`config.mk`:
```
export PLATFORM = sky130hd
export DESIGN_NAME = decode_scoreboard_flat
export DESIGN_NICKNAME = d
export VERILOG_FILES = /design/src/rtl/decode_scoreboard_if.sv /design/src/rtl/decode_scoreboard.sv /design/src/flat_wrapper.sv
export SDC_FILE = /design/constraint.sdc
export NUM_CORES = 1
export LEC_CHECK = 0
export CAP_MARGIN = 40
export CORE_MARGIN = 8
export CORE_UTILIZATION = 55
export CTS_CLUSTER_DIAMETER = 100
export DETAILED_ROUTE_END_ITERATION = 8
export DONT_BUFFER_PORTS = 1
export GPL_TIMING_DRIVEN = 0
export HOLD_SLACK_MARGIN = 0.1
export PLACE_DENSITY_LB_ADDON = 0.15
export SETUP_SLACK_MARGIN = 0.2
export SYNTH_ARGS = -nofsm -noshare
export SYNTH_HDL_FRONTEND = slang
export SYNTH_SLANG_ARGS = --single-unit
export TNS_END_PERCENT = 20
```
`constraint.sdc`:
```
create_clock -name clk -period 6.3 [get_ports clk]
set_input_delay 0.945 -clock clk [delete_from_list [all_inputs] [get_ports clk]]
set_output_delay 0.945 -clock clk [all_outputs]
set_load 0.02 [all_outputs]
```
`src/rtl/decode_scoreboard_if.sv`:
```
// Decode-stage scoreboard bus: issue, source, writeback and control
// signals driven by the pipeline, status returned by the scoreboard.
interface decode_scoreboard_if;
    logic        issue_valid;
    logic        issue_wr;
    logic [3:0]  issue_rd;
    logic [3:0]  src_a;
    logic [3:0]  src_b;
    logic        src_a_use;
    logic        src_b_use;
    logic        wb_valid;
    logic [3:0]  wb_rd;
    logic        flush;
    logic        drain_req;
    logic        stall;
    logic        drain_done;
    logic [15:0] busy_mask;
    logic [15:0] stall_cycles;

    modport master (
        output issue_valid, issue_wr, issue_rd, src_a, src_b, src_a_use, src_b_use,
        output wb_valid, wb_rd, flush, drain_req,
        input  stall, drain_done, busy_mask, stall_cycles
    );

    modport slave (
        input  issue_valid, issue_wr, issue_rd, src_a, src_b, src_a_use, src_b_use,
        input  wb_valid, wb_rd, flush, drain_req,
        output stall, drain_done, busy_mask, stall_cycles
    );
endinterface

```
`src/rtl/decode_scoreboard.sv`:
```
// Register scoreboard for the decode stage: per-register outstanding-write
// counters, RAW/WAW-overflow hazard detection, and a RUN/STALL/DRAIN FSM.
// Optional macro SCOREBOARD_WB_BYPASS_EN: a source whose only outstanding
// write is completing this cycle is not treated as a hazard.
module decode_scoreboard #(
    parameter int NREG = 16,
    parameter int CNTW = 2
) (
    input  logic                 clk,
    input  logic                 rst_n,
    decode_scoreboard_if.slave   sb
);

    typedef enum logic [1:0] {RUN, STALL, DRAIN} state_t;

    localparam logic [CNTW-1:0] CNT_MAX = '1;

    state_t                     state_reg;
    state_t                     state_next;
    logic [NREG-1:0][CNTW-1:0]  cnt_reg;
    logic [15:0]                busy;
    logic [15:0]                at_max;
    logic                       hazard;
    logic                       haz_a;
    logic                       haz_b;
    logic                       haz_wr;
    logic                       all_zero;
    logic                       accept;
    logic                       stall_next;
    logic                       drain_done_reg;
    logic [15:0]                stall_cycles_reg;

    // Per-register flags flattened to 16 bits so any 4-bit address can index them;
    // registers beyond NREG read as idle.
    genvar gi;
    generate
        for (gi = 0; gi < 16; gi++) begin : g_flags
            if (gi < NREG) begin : g_live
                assign busy[gi]   = (cnt_reg[gi] != '0);
                assign at_max[gi] = (cnt_reg[gi] == CNT_MAX);
            end else begin : g_dead
                assign busy[gi]   = 1'b0;
                assign at_max[gi] = 1'b0;
            end
        end
    endgenerate

`ifdef SCOREBOARD_WB_BYPASS_EN
    logic [15:0] cnt_one;
    generate
        for (gi = 0; gi < 16; gi++) begin : g_one
            if (gi < NREG) begin : g_live
                assign cnt_one[gi] = (cnt_reg[gi] == CNTW'(1));
            end else begin : g_dead
                assign cnt_one[gi] = 1'b0;
            end
        end
    endgenerate
    // A source whose last pending write lands this cycle can take the forwarded value.
    wire byp_a = sb.wb_valid && (sb.wb_rd == sb.src_a) && cnt_one[sb.src_a];
    wire byp_b = sb.wb_valid && (sb.wb_rd == sb.src_b) && cnt_one[sb.src_b];
`else
    wire byp_a = 1'b0;
    wire byp_b = 1'b0;
`endif

    // r15 is the PC and is never waited on as a source.
    assign haz_a    = sb.src_a_use && (sb.src_a != 4'd15) && busy[sb.src_a] && !byp_a;
    assign haz_b    = sb.src_b_use && (sb.src_b != 4'd15) && busy[sb.src_b] && !byp_b;
    assign haz_wr   = sb.issue_wr && at_max[sb.issue_rd];
    assign hazard   = sb.issue_valid && (haz_a || haz_b || haz_wr);
    assign all_zero = (busy == 16'd0);
    assign accept   = sb.issue_valid && !stall_next;

    // State register
    always_ff @(posedge clk) begin
        if (!rst_n) state_reg <= RUN;
        else        state_reg <= state_next;
    end

    // Next-state logic; flush wins, then drain request, then hazard tracking
    always_comb begin
        state_next = state_reg;
        if (sb.flush) begin
            state_next = RUN;
        end else begin
            case (state_reg)
                RUN:     if (sb.drain_req) state_next = DRAIN;
                         else if (hazard)  state_next = STALL;
                STALL:   if (sb.drain_req) state_next = DRAIN;
                         else if (!hazard) state_next = RUN;
                DRAIN:   if (all_zero)     state_next = RUN;
                default: state_next = RUN;
            endcase
        end
    end

    // Output logic: stall is same-cycle; a drain blocks all issue
    always_comb begin
        stall_next = hazard;
        if (state_reg == DRAIN) stall_next = 1'b1;
    end

    // Outstanding-write counters; simultaneous issue and writeback cancel out
    always_ff @(posedge clk) begin
        for (int i = 0; i < NREG; i++) begin
            if (!rst_n || sb.flush) begin
                cnt_reg[i] <= '0;
            end else begin
                if ((accept && sb.issue_wr && sb.issue_rd == 4'(i)) &&
                    !(sb.wb_valid && sb.wb_rd == 4'(i)))
                    cnt_reg[i] <= cnt_reg[i] + CNTW'(1);
                else if (!(accept && sb.issue_wr && sb.issue_rd == 4'(i)) &&
                         (sb.wb_valid && sb.wb_rd == 4'(i)) && (cnt_reg[i] != '0))
                    cnt_reg[i] <= cnt_reg[i] - CNTW'(1);
            end
        end
    end

    // One-cycle drain_done as the FSM leaves DRAIN with nothing outstanding
    always_ff @(posedge clk) begin
        if (!rst_n) drain_done_reg <= 1'b0;
        else        drain_done_reg <= !sb.flush && (state_reg == DRAIN) && all_zero;
    end

    // Saturating stall counter; survives flush, cleared only by reset
    always_ff @(posedge clk) begin
        if (!rst_n)
            stall_cycles_reg <= 16'd0;
        else if (stall_next && (stall_cycles_reg != 16'hFFFF))
            stall_cycles_reg <= stall_cycles_reg + 16'd1;
    end

    assign sb.stall        = stall_next;
    assign sb.drain_done   = drain_done_reg;
    assign sb.busy_mask    = busy;
    assign sb.stall_cycles = stall_cycles_reg;

endmodule

```
`src/flat_wrapper.sv`:
```
// flat-port wrapper written by rule: the top's interface ports become plain ports
module decode_scoreboard_flat 
#(
    parameter int NREG = 16,
    parameter int CNTW = 2
)
  (clk, rst_n, sb_issue_valid, sb_issue_wr, sb_issue_rd, sb_src_a, sb_src_b, sb_src_a_use, sb_src_b_use, sb_wb_valid, sb_wb_rd, sb_flush, sb_drain_req, sb_stall, sb_drain_done, sb_busy_mask, sb_stall_cycles);
  decode_scoreboard_if sb_i ();
  input  logic clk;
  input  logic rst_n;
  input wire logic [$bits(sb_i.issue_valid)-1:0] sb_issue_valid;
  input wire logic [$bits(sb_i.issue_wr)-1:0] sb_issue_wr;
  input wire logic [$bits(sb_i.issue_rd)-1:0] sb_issue_rd;
  input wire logic [$bits(sb_i.src_a)-1:0] sb_src_a;
  input wire logic [$bits(sb_i.src_b)-1:0] sb_src_b;
  input wire logic [$bits(sb_i.src_a_use)-1:0] sb_src_a_use;
  input wire logic [$bits(sb_i.src_b_use)-1:0] sb_src_b_use;
  input wire logic [$bits(sb_i.wb_valid)-1:0] sb_wb_valid;
  input wire logic [$bits(sb_i.wb_rd)-1:0] sb_wb_rd;
  input wire logic [$bits(sb_i.flush)-1:0] sb_flush;
  input wire logic [$bits(sb_i.drain_req)-1:0] sb_drain_req;
  output wire logic [$bits(sb_i.stall)-1:0] sb_stall;
  output wire logic [$bits(sb_i.drain_done)-1:0] sb_drain_done;
  output wire logic [$bits(sb_i.busy_mask)-1:0] sb_busy_mask;
  output wire logic [$bits(sb_i.stall_cycles)-1:0] sb_stall_cycles;
  assign sb_i.issue_valid = sb_issue_valid;
  assign sb_i.issue_wr = sb_issue_wr;
  assign sb_i.issue_rd = sb_issue_rd;
  assign sb_i.src_a = sb_src_a;
  assign sb_i.src_b = sb_src_b;
  assign sb_i.src_a_use = sb_src_a_use;
  assign sb_i.src_b_use = sb_src_b_use;
  assign sb_i.wb_valid = sb_wb_valid;
  assign sb_i.wb_rd = sb_wb_rd;
  assign sb_i.flush = sb_flush;
  assign sb_i.drain_req = sb_drain_req;
  assign sb_stall = sb_i.stall;
  assign sb_drain_done = sb_i.drain_done;
  assign sb_busy_mask = sb_i.busy_mask;
  assign sb_stall_cycles = sb_i.stall_cycles;
  decode_scoreboard #(.NREG(NREG), .CNTW(CNTW)) u_core (.clk(clk), .rst_n(rst_n), .sb(sb_i));
endmodule
```
==> impl_metrics.toml <==
[timing]
finalCritPeriodShare_pct = 67.36
slew_violations = 0
tns_ns = 0
final-setup-viol-count = 0
tightest_slew_ns = 0.6684
finalHoldViolCount = 0
max_freq_ghz = 0.2357
rsz0062_at_grt = "no"
finClkSkew_ns = 0.004482
relSlewSlack_pct = 55.44
fin_crit_ns = 4.244

[power_and_ir_drop]
p_leak_nw = 1.237
pwr_density_cell_nw_per_um2 = 165.7
power_uw = 600.3
ir_drop_v = 0.0001098

[global_route]
grt_max_degree = 16
grt_pass1_vias = 3032
grt.overflow.total = 0
grt_pass1_wl_um = 15730
antenna_found_initial = 0
grt_usage_pct = 22.07

[yosys]
ys_warn_count = 0
synth_cells = 436
yosysTopAreaCell = "dfxtp_1"
synthSimpleGateAreaFrac_pct = 33.56
ys_ff_latch = 51
synth_top_family_by_area = "simple AND/OR/NAND/NOR gates"
synth_ff_type = "dfxtp_1"
synth-compound-area-share_pct = 24.55
synth-edff-count = 0
synth.avg_cell_area_um2 = 7.892
synthAdderAreaFrac_pct = 0.3636
synth_cell_type_count = 58
synth.area.mux_share_pct = 6.000
synth-xor-area-share_pct = 1.782
synth-seq-area-share_pct = 29.67
synth_area_leaders = "dfxtp_1 (30%), a21oi_1 (4.5%), nor2_1 (4.3%)"
async_flop_share_pct = 0
synth_fp_nets = 462
netlist_area_um2 = 3441
synth_top_cell_area_share_pct = 29.67

[route]
drtPass1Iterations = 4
wirelength_um = 9981
drc = 0
dr.first_iter.drc_count = 306
drtAntennaViolNets = 0
avgViaCountPerCell = 6.593
vias = 3435
avgRoutedWirePerCell_um = 19.16

[clock_network]
clock_sinks = 51
root_buffer = "clkbuf_8"
holdBufCountCts = 0
tritoncts = "yes"
htreeDepth = 2
cts_buffer_depth = 2
insertion_delay_ns = 0.31
numCtsBuffers = 5
cts_resized = 0
path_clk_slew_ns = 0.09
postCtsSetupBuffers = 0

[cells_and_area]
multi_input_area_um2 = 2280
diodes = 0
area_growth_pct = 5.273
largest_reg_flops = 32
n_fill_cell = 556
seqCellArea_um2 = 1021
drive_gt1_share_pct = 11.26
nets = 469

[placed_design]
port_buffers = 0
dp_hpwl_um = 7512
gp_congestion = 0.9637

[setup_path]
end_kind = "primary output"
arrival_ns = 3.30
required_ns = 5.35
critPathLaunchType = "input pin"
crit_type = "input pin to primary output"
worstPathMaxFanout = 10

[die]
ios = 59
num_rows = 29
core_um2 = 6205
die_h_um = 95.10
die_w_um = 95.10
die_area_um2 = 9043
initial_core_util_pct = 55.45

[worst_hold_path]
hp-class = "register to register"

[status]
status = "completed"

[flow_run]
maxCapViolations = 0
-- final timing paths --
path	start	to	slack [ns]	cells past startpoint
setup / recovery	sb_src_a[0]	sb_stall	2.06	9
hold / removal	u_core.state_reg[1]	u_core.state_reg[0]	0.45	1
setup reg to reg	u_core.cnt_reg[4]	u_core.sb.stall_cycles[1]	3.13	9
hold reg to reg	u_core.state_reg[1]	u_core.state_reg[0]	0.45	1
-- stage by stage --
stage               utilization (%)  area (um2)  std cells  setup WS (ns)  hold WS (ns)
floorplan                         -        3441        436          2.327        0.4219
global placement              57.01        3537        513          2.093        0.4329
detailed placement            57.01        3537        513          2.073        0.4386
CTS                           58.38        3622        521          2.056        0.4523
global route                  58.38        3622        521          1.947        0.4929
finish                        58.38        3622        521          2.056        0.4515
-- worst max-delay path, stage by stage --
cell and delay, ns:
clkbuf_1 0.35, mux4_2 0.57, mux2_2 0.28, a32o_1 0.31
a211o_1 0.29, buf_6 0.15, buf_6 0.15, nand2_1 0.09
nand2_1 0.16
-- logic make-up (layout without fill, tap and decap cells) --
logic type	Yosys count	in the layout
muxes	13	13
buffers and inverters	29	37
DFF	51	51
xor gates and xnor gates	7	7
AOI/OAI and AO/OA	125	125
adders and majority gates	1	1
and+or+nand+nor	210	210
-- where the power goes --
| group | switching [mW] | leakage, nW | internal (mW) |
|---|---|---|---|
| combinational | 0.0542 | 0.785 | 0.0263 |
| clock | 0.114 | 0.0412 | 0.0780 |
| sequential | 0.00387 | 0.411 | 0.324 |
| total | 0.172 | 1.24 | 0.428 |
-- layout make-up --
type / count / share of cell area, %
multi-input cells: 356 / 62.94
flip-flops and latches: 51 / 28.19
well taps: 77 / 2.660
plain buffers: 16 / 2.522
clock buffers: 6 / 2.003
inverters: 13 / 1.347
clock inverters: 2 / 0.3454
-- cell usage after synthesis, drive strengths merged (2+ instances only) --
cell	count
a2111o	2
a211oi	9
a21oi	31
a221oi	9
a31oi	2
a32o	2
and2	4
and3	11
buf	7
clkbuf	9
dfxtp	51
inv	12
mux2i	6
mux4	6
nand2	29
nand2b	23
nand3	20
nand3b	2
nand4	9
nor2	41
nor2b	4
nor3	31
nor3b	2
o211ai	11
o21a	14
o21ai	34
o311a	2
or2	17
or3	10
or4	3
xnor2	4
xor2	3
-- routing by layer --
metal,vias up,GRT usage [%],share of wire [%]
met5,-,0,0
met4,0,5.592,1.2
met3,14,6.142,9.8
met2,159,33.49,44
met1,1628,30.11,45
li1,1634,-,-
-- cells in the final DEF (no fill, tap or decap), drive strengths merged, types with 3 or more instances in the layout --
cell    count
mux4        6
o211ai     11
dfxtp      51
and2        4
or2        17
clkbuf     15
nand2      29
inv        12
xor2        3
nand2b     23
and3       11
o21ai      34
xnor2       4
a211oi      9
o21a       14
nor2       41
nor3       31
or3        10
mux2i       6
nand4       9
buf         7
a21oi      31
or4         3
nor2b       4
a221oi      9
nand3      20
Power figures use the tool's default switching activity.
